### src/rtl/wb_regfile_pkg.sv
// Shared constants for the write-back stage and architectural register file.
// Latency: n/a (constants only).
// Backpressure: n/a.
//
// The default widths mirror the machine word and register-address formats used
// by the rest of the pipeline: WORD is [31:0] and REGADDR is [4:0].
// Register zero is address 0.
package wb_regfile_pkg;

    localparam int unsigned WB_NUM_REGS = 32;  // architectural registers
    localparam int unsigned WB_ADDR_W   = 5;   // log2(WB_NUM_REGS)
    localparam int unsigned WB_DATA_W   = 32;  // machine word
    localparam int unsigned WB_CNT_W    = 32;  // retired-write counter width

    // Register zero; compared zero-extended so it works at any address width.
    localparam logic [WB_ADDR_W-1:0] WB_REG_ZERO = '0;

endpackage

### src/rtl/wb_regfile_2r1w.sv
// Plain 2-read/1-write storage array, cleared by synchronous reset.
// Latency: writes land on the next rising edge; reads are combinational.
// Backpressure: none; a write is accepted on every edge where we_i is high.
//
// Ports:
//   clk_i, rst_i             clock and synchronous active-high clear
//   we_i, waddr_i, wdata_i   write port
//   raddr_a_i / rdata_a_o    read port A
//   raddr_b_i / rdata_b_o    read port B
// No bypass and no register-zero handling here; the wrapper owns both.
module regfile_2r1w
    import wb_regfile_pkg::*;
#(
    parameter int unsigned NUM_REGS = WB_NUM_REGS,
    parameter int unsigned ADDR_W   = WB_ADDR_W,
    parameter int unsigned DATA_W   = WB_DATA_W
) (
    input  logic              clk_i,
    input  logic              rst_i,
    input  logic              we_i,
    input  logic [ADDR_W-1:0] waddr_i,
    input  logic [DATA_W-1:0] wdata_i,
    input  logic [ADDR_W-1:0] raddr_a_i,
    output logic [DATA_W-1:0] rdata_a_o,
    input  logic [ADDR_W-1:0] raddr_b_i,
    output logic [DATA_W-1:0] rdata_b_o
);

    logic [DATA_W-1:0] mem_q [NUM_REGS];

    always_ff @(posedge clk_i) begin
        if (rst_i) begin
            for (int i = 0; i < int'(NUM_REGS); i++) begin
                mem_q[i] <= '0;
            end
        end else if (we_i) begin
            mem_q[waddr_i] <= wdata_i;
        end
    end

    assign rdata_a_o = mem_q[raddr_a_i];
    assign rdata_b_o = mem_q[raddr_b_i];

endmodule

### src/rtl/wb_regfile.sv
// Write-back stage: selects the write-back value, commits it to the register
// file, serves two ID read ports with write-first bypass, counts retired writes.
// Latency: commit on the next rising edge; bypass makes it readable in the same cycle.
// Backpressure: none; every valid write-back is committed unconditionally.
//
// Ports:
//   CLK_i, RST_i                       clock, synchronous active-high reset
//   memToReg_i, regWrite_i             MEM/WB control (mem-vs-ALU select, write enable)
//   wbDato_i, aluOut_i, regDest_i      MEM/WB data and destination
//   rsAddr_i/rsData_o, rtAddr_i/rtData_o   ID read ports
//   wbValue_o, wbDest_o, wbEn_o        committed write, exported to forwarding
//   retireCnt_o                        count of committed writes (wraps)
module wb_regfile
    import wb_regfile_pkg::*;
#(
    parameter int unsigned NUM_REGS = WB_NUM_REGS,
    parameter int unsigned ADDR_W   = WB_ADDR_W,
    parameter int unsigned DATA_W   = WB_DATA_W,
    parameter int unsigned CNT_W    = WB_CNT_W
) (
    input  logic              CLK_i,
    input  logic              RST_i,
    input  logic              memToReg_i,
    input  logic              regWrite_i,
    input  logic [DATA_W-1:0] wbDato_i,
    input  logic [DATA_W-1:0] aluOut_i,
    input  logic [ADDR_W-1:0] regDest_i,
    input  logic [ADDR_W-1:0] rsAddr_i,
    input  logic [ADDR_W-1:0] rtAddr_i,
    output logic [DATA_W-1:0] rsData_o,
    output logic [DATA_W-1:0] rtData_o,
    output logic [DATA_W-1:0] wbValue_o,
    output logic [ADDR_W-1:0] wbDest_o,
    output logic              wbEn_o,
    output logic [CNT_W-1:0]  retireCnt_o
);

    localparam logic [ADDR_W-1:0] REG_ZERO = '0;

    logic [DATA_W-1:0] wb_value;
    logic              wb_en;
    logic [DATA_W-1:0] rf_rs_dat;
    logic [DATA_W-1:0] rf_rt_dat;
    logic [CNT_W-1:0]  retire_cnt_q;
    logic [CNT_W-1:0]  retire_cnt_d;

    // Write-back select and effective enable. Gating on regWrite_i first means
    // an unknown memToReg_i on an idle cycle cannot reach the array or counter.
    assign wb_value = memToReg_i ? wbDato_i : aluOut_i;
    assign wb_en    = regWrite_i && (regDest_i != REG_ZERO);

    assign wbValue_o = wb_value;
    assign wbDest_o  = regDest_i;
    assign wbEn_o    = wb_en;

    // Array entry 0 is never written because wb_en excludes it, so the storage
    // stays architecturally clean even before the read-side mask below.
    regfile_2r1w #(
        .NUM_REGS (NUM_REGS),
        .ADDR_W   (ADDR_W),
        .DATA_W   (DATA_W)
    ) u_rf (
        .clk_i     (CLK_i),
        .rst_i     (RST_i),
        .we_i      (wb_en),
        .waddr_i   (regDest_i),
        .wdata_i   (wb_value),
        .raddr_a_i (rsAddr_i),
        .rdata_a_o (rf_rs_dat),
        .raddr_b_i (rtAddr_i),
        .rdata_b_o (rf_rt_dat)
    );

    // Read path: r0 mask has priority, then write-first bypass, then the array.
    // Both ports use the same rule, so equal addresses always give equal data.
    always_comb begin
        rsData_o = rf_rs_dat;
        if (rsAddr_i == REG_ZERO) begin
            rsData_o = '0;
        end else if (wb_en && (rsAddr_i == regDest_i)) begin
            rsData_o = wb_value;
        end
    end

    always_comb begin
        rtData_o = rf_rt_dat;
        if (rtAddr_i == REG_ZERO) begin
            rtData_o = '0;
        end else if (wb_en && (rtAddr_i == regDest_i)) begin
            rtData_o = wb_value;
        end
    end

    // Retired-write counter; wraps naturally at 2^CNT_W.
    always_comb begin
        retire_cnt_d = retire_cnt_q;
        if (wb_en) begin
            retire_cnt_d = retire_cnt_q + 1'b1;
        end
    end

    always_ff @(posedge CLK_i) begin
        if (RST_i) begin
            retire_cnt_q <= '0;
        end else begin
            retire_cnt_q <= retire_cnt_d;
        end
    end

    assign retireCnt_o = retire_cnt_q;

endmodule

### config.mk
export PLATFORM = sky130hd
export DESIGN_NAME = wb_regfile
export DESIGN_NICKNAME = d
export VERILOG_FILES = /design/src/rtl/wb_regfile_pkg.sv /design/src/rtl/wb_regfile_2r1w.sv /design/src/rtl/wb_regfile.sv
export SDC_FILE = /design/constraint.sdc
export NUM_CORES = 2
export LEC_CHECK = 0
export ABC_AREA = 1
export BUFFER_PORTS_ARGS = -buffer_cell sky130_fd_sc_hd__buf_2
export CORE_MARGIN = 3
export CORE_UTILIZATION = 40
export CTS_CLUSTER_DIAMETER = 30
export DETAILED_ROUTE_END_ITERATION = 12
export PLACE_DENSITY = 0.59
export SLEW_MARGIN = 20
export SYNTH_ARGS = -nofsm -noshare
export SYNTH_HDL_FRONTEND = slang
export SYNTH_SLANG_ARGS = --single-unit
### constraint.sdc
create_clock -name CLK_i -period 3.42 [get_ports CLK_i]
set_input_delay 0.684 -clock CLK_i [delete_from_list [all_inputs] [get_ports CLK_i]]
set_output_delay 0.684 -clock CLK_i [all_outputs]
set_load 0.02 [all_outputs]
==> reports/results.tsv <==
stage	metric	value	unit
run_status	outcome	finished clean	
clock_tree	CTS Buf Count	281	
yosys	sequential fraction of the synthesis area	0.529	
clock_tree	clk root buf	clkbuf_16	
cells_and_area	post-route cell area	0.0743	sq mm
yosys	Post-synth EDFFs	1024	
cells_and_area	Layout area overhead	25.3	%
clock_tree	clock sinks	1056	
floorplanning	row count	140	
floorplanning	Core Region	0.146	sq mm
placed_design	pre-CTS setup slack	-0.176	ns
yosys	cell taking the most area after synthesis	edfxtp_1	
detailed_routing	DR vias	56900	
clock_tree	hold buffers post-CTS	0	
sta	RSZ-0062 raised after global routing	true	
detailed_routing	number of DRC markers in iteration 0	8383	
setup_path	Worst Path Required	2.74	ns
placed_design	Post-DP Area	0.0651	sq mm
yosys	Synth area leaders	edfxtp_1 52%, o211ai_1 7.9%, nand2_1 7.6%	
sta	post-layout min period	3.38	ns
cells_and_area	fin util	0.508	
sta	Hold Fails Final Rpt	0	
placed_design	gp weighted congestion	0.938	
placed_design	number of I/O port buffers	216	
min_path	Hold Crit Class	input pin to flip-flop	
run	Max Cap Viol	0	
yosys	Netlist cell types	32	
sta	Pins Over Slew Limit	0	
placed_design	DP Wirelength	162000	um
detailed_routing	Total Wirelength	256000	um
yosys	Mapped Area	0.0593	sq mm
clock_tree	Skew-Pair Late Insertion Delay	0.88	ns
sta	Tightest Pin Transition	0.818	ns
yosys	asr flop ratio synth	0	
setup_path	crit-path cells	buf_6, inv_6, buf_4, nand3_1, nand2_1, nand2_1, nand2_1, nand2_1, nor2_1, nor2_1, buf_2	
yosys	most common cell in the netlist	nand2_1	
pwr	total power divided by cell area	623	mW/mm^2
yosys	Avg Inst Size Synth	8.31	sq um
setup_path	Startpoint Class	input pin	
yosys	top cell type's share of synthesized area	0.518	
pwr	overall power	46300	uW
setup_path	WP buf/inv	4	
setup_path	kind of critical path	input pin to output pin	
sta	Clock Skew	0.0344	ns
setup_path	CP peak stage delay	0.54	ns
yosys	Post-synth top cells	1,199 x nand2_1, 1,154 x nor2_1, 1,024 x edfxtp_1	
sta	Final Worst Setup Slack	0.0423	ns
global_routing	global route total overflow	0	
clock_tree	CTS tree	yes	
yosys	Syn Inst Count	7143	
detailed_routing	Final ANT Viol Nets	0	
global_routing	largest net degree at the start of global routing	143	
setup_path	CP Data Arrival Time	2.69	ns
global_routing	first-pass GRT wire length	367000	um
setup_path	CP dominant cell by count	nand2_1	
sta	setup violators final	0	
global_routing	vias in the first global route	54000	
setup_path	Worst path slowest cell	buf_4	
sta	WHS	0.261	ns
cells_and_area	Final #Nets	7499	
floorplanning	initial core utilization	0.405	
clock_tree	Reg clk slew, reported paths	0.05	ns
global_routing	Tot GR Track Use	0.328	
setup_path	crit path capture type	output pin	
floorplanning	Die Area	0.153	sq mm
pwr	Lkg Pwr	0.0306	uW
setup_path	CP max FO	31	
yosys	Synthesis Warnings	0	
sta	period utilisation layout	0.988	
yosys	#FFs+latches synth	1056	
pwr	VDD IR max	0.000505	V
setup_path	Crit path max-delay family	buffers and inverters	
floorplanning	chip height	391	um
global_routing	antenna violations before repair	8	
detailed_routing	# DRC	0	
clock_tree	Clock Tree Buf Depth	4	
sta	fmax	296	MHz
cells_and_area	share of layout cells above drive strength 1	0.156	
floorplanning	Die X	391	um
floorplanning	I/O pin cnt	217	
detailed_routing	vias per inst	5.97	
detailed_routing	Avg WL per Cell	26.9	um
clock_tree	CTS H-tree lvls	5	
detailed_routing	Pre-antenna DRT Iters	9	
sta	slew margin rel.	0.455	
yosys	Synth Flop Type	edfxtp_1	
## per-layer routing
layer	vias up	GRT usage	wire length, um
li1	25000	-	-
met1	27000	0.421	96000
met2	3965	0.490	110000
met3	948	0.0871	32500
met4	8	0.212	17900
met5	-	0	54
## through the flow
stage	cells	TNS, ns
5_1_grt	9531	-0.0626
6_report	9531	0
2_1_floorplan	7174	0
3_5_place_dp	9047	-0.176
3_3_place_gp	9047	-0.295
4_1_cts	9528	0
## power by group
group / leakage [uW] / total [uW] / internal (uW) / switching [uW]
clock network: 0.00445 / 25800 / 18000 / 7810
logic: 0.0162 / 5300 / 1520 / 3780
registers: 0.0100 / 15200 / 14900 / 281
total: 0.0306 / 46300 / 34400 / 11900
## repair_timing
action / 4_1_cts / 5_1_grt
setup buffers: 0 / 1
gates cloned: 0 / 1
pin swaps: 0 / 1
gates resized for setup: 3 / 20
endpoints found under the setup margin: 3 / 16
## worst paths after layout
check,start,end,slack [ns],cells past startpoint
max,rsAddr_i[2],rsData_o[16],0.04,11
min,RST_i,u_rf.mem_q[0][1],0.26,1
max reg2reg,retireCnt_o[7],retireCnt_o[20],1.21,7
min reg2reg,retireCnt_o[8],retireCnt_o[8],0.49,2
## area by class of cell
| cell class | count | area (sq um) |
|---|---|---|
| Multi-Input combinational cell | 4771 | 23000 |
| Clock inverter | 163 | 1820 |
| Sequential cell | 1056 | 31400 |
| Antenna cell | 1 | 2.50 |
| Tap cell | 1917 | 2400 |
| Timing Repair Buffer | 620 | 5780 |
| Fill cell | 13300 | 72100 |
| Clock buffer | 318 | 7330 |
| Inverter | 685 | 2590 |
## registers in the layout (all words and copies together), names as in the netlist
register,cells
u_rf.mem_q,1024
retireCnt_o,32
## cell usage in the layout (no fill, tap or decap), drive strengths merged, types with 28 or more instances in the layout
cell type / Yosys / routed
clkbuf: 295 / 319
a21oi: 364 / 364
or2: 29 / 29
inv: 683 / 692
nand3: 873 / 873
nor2: 1155 / 1155
bufinv: 0 / 38
nand2: 1200 / 1200
nor3: 28 / 28
conb: 1 / 32
o21ai: 426 / 426
edfxtp: 1024 / 1024
buf: 367 / 619
dfxtp: 32 / 32
o211ai: 627 / 627
clkinv: 2 / 100
## cells by family (layout without fill, tap and decap cells)
family	count (synthesis)	after routing	share of synthesized area
simple gates	3304	3304	0.231
compound gates	1423	1423	0.147
buf+inv	1347	1786	0.0918
flops	1056	1056	0.529
xor+xnor	11	11	0.00162
fa+ha+maj	1	1	0.000211
other cells	1	33	0.0000632
Power figures use the tool's default switching activity.
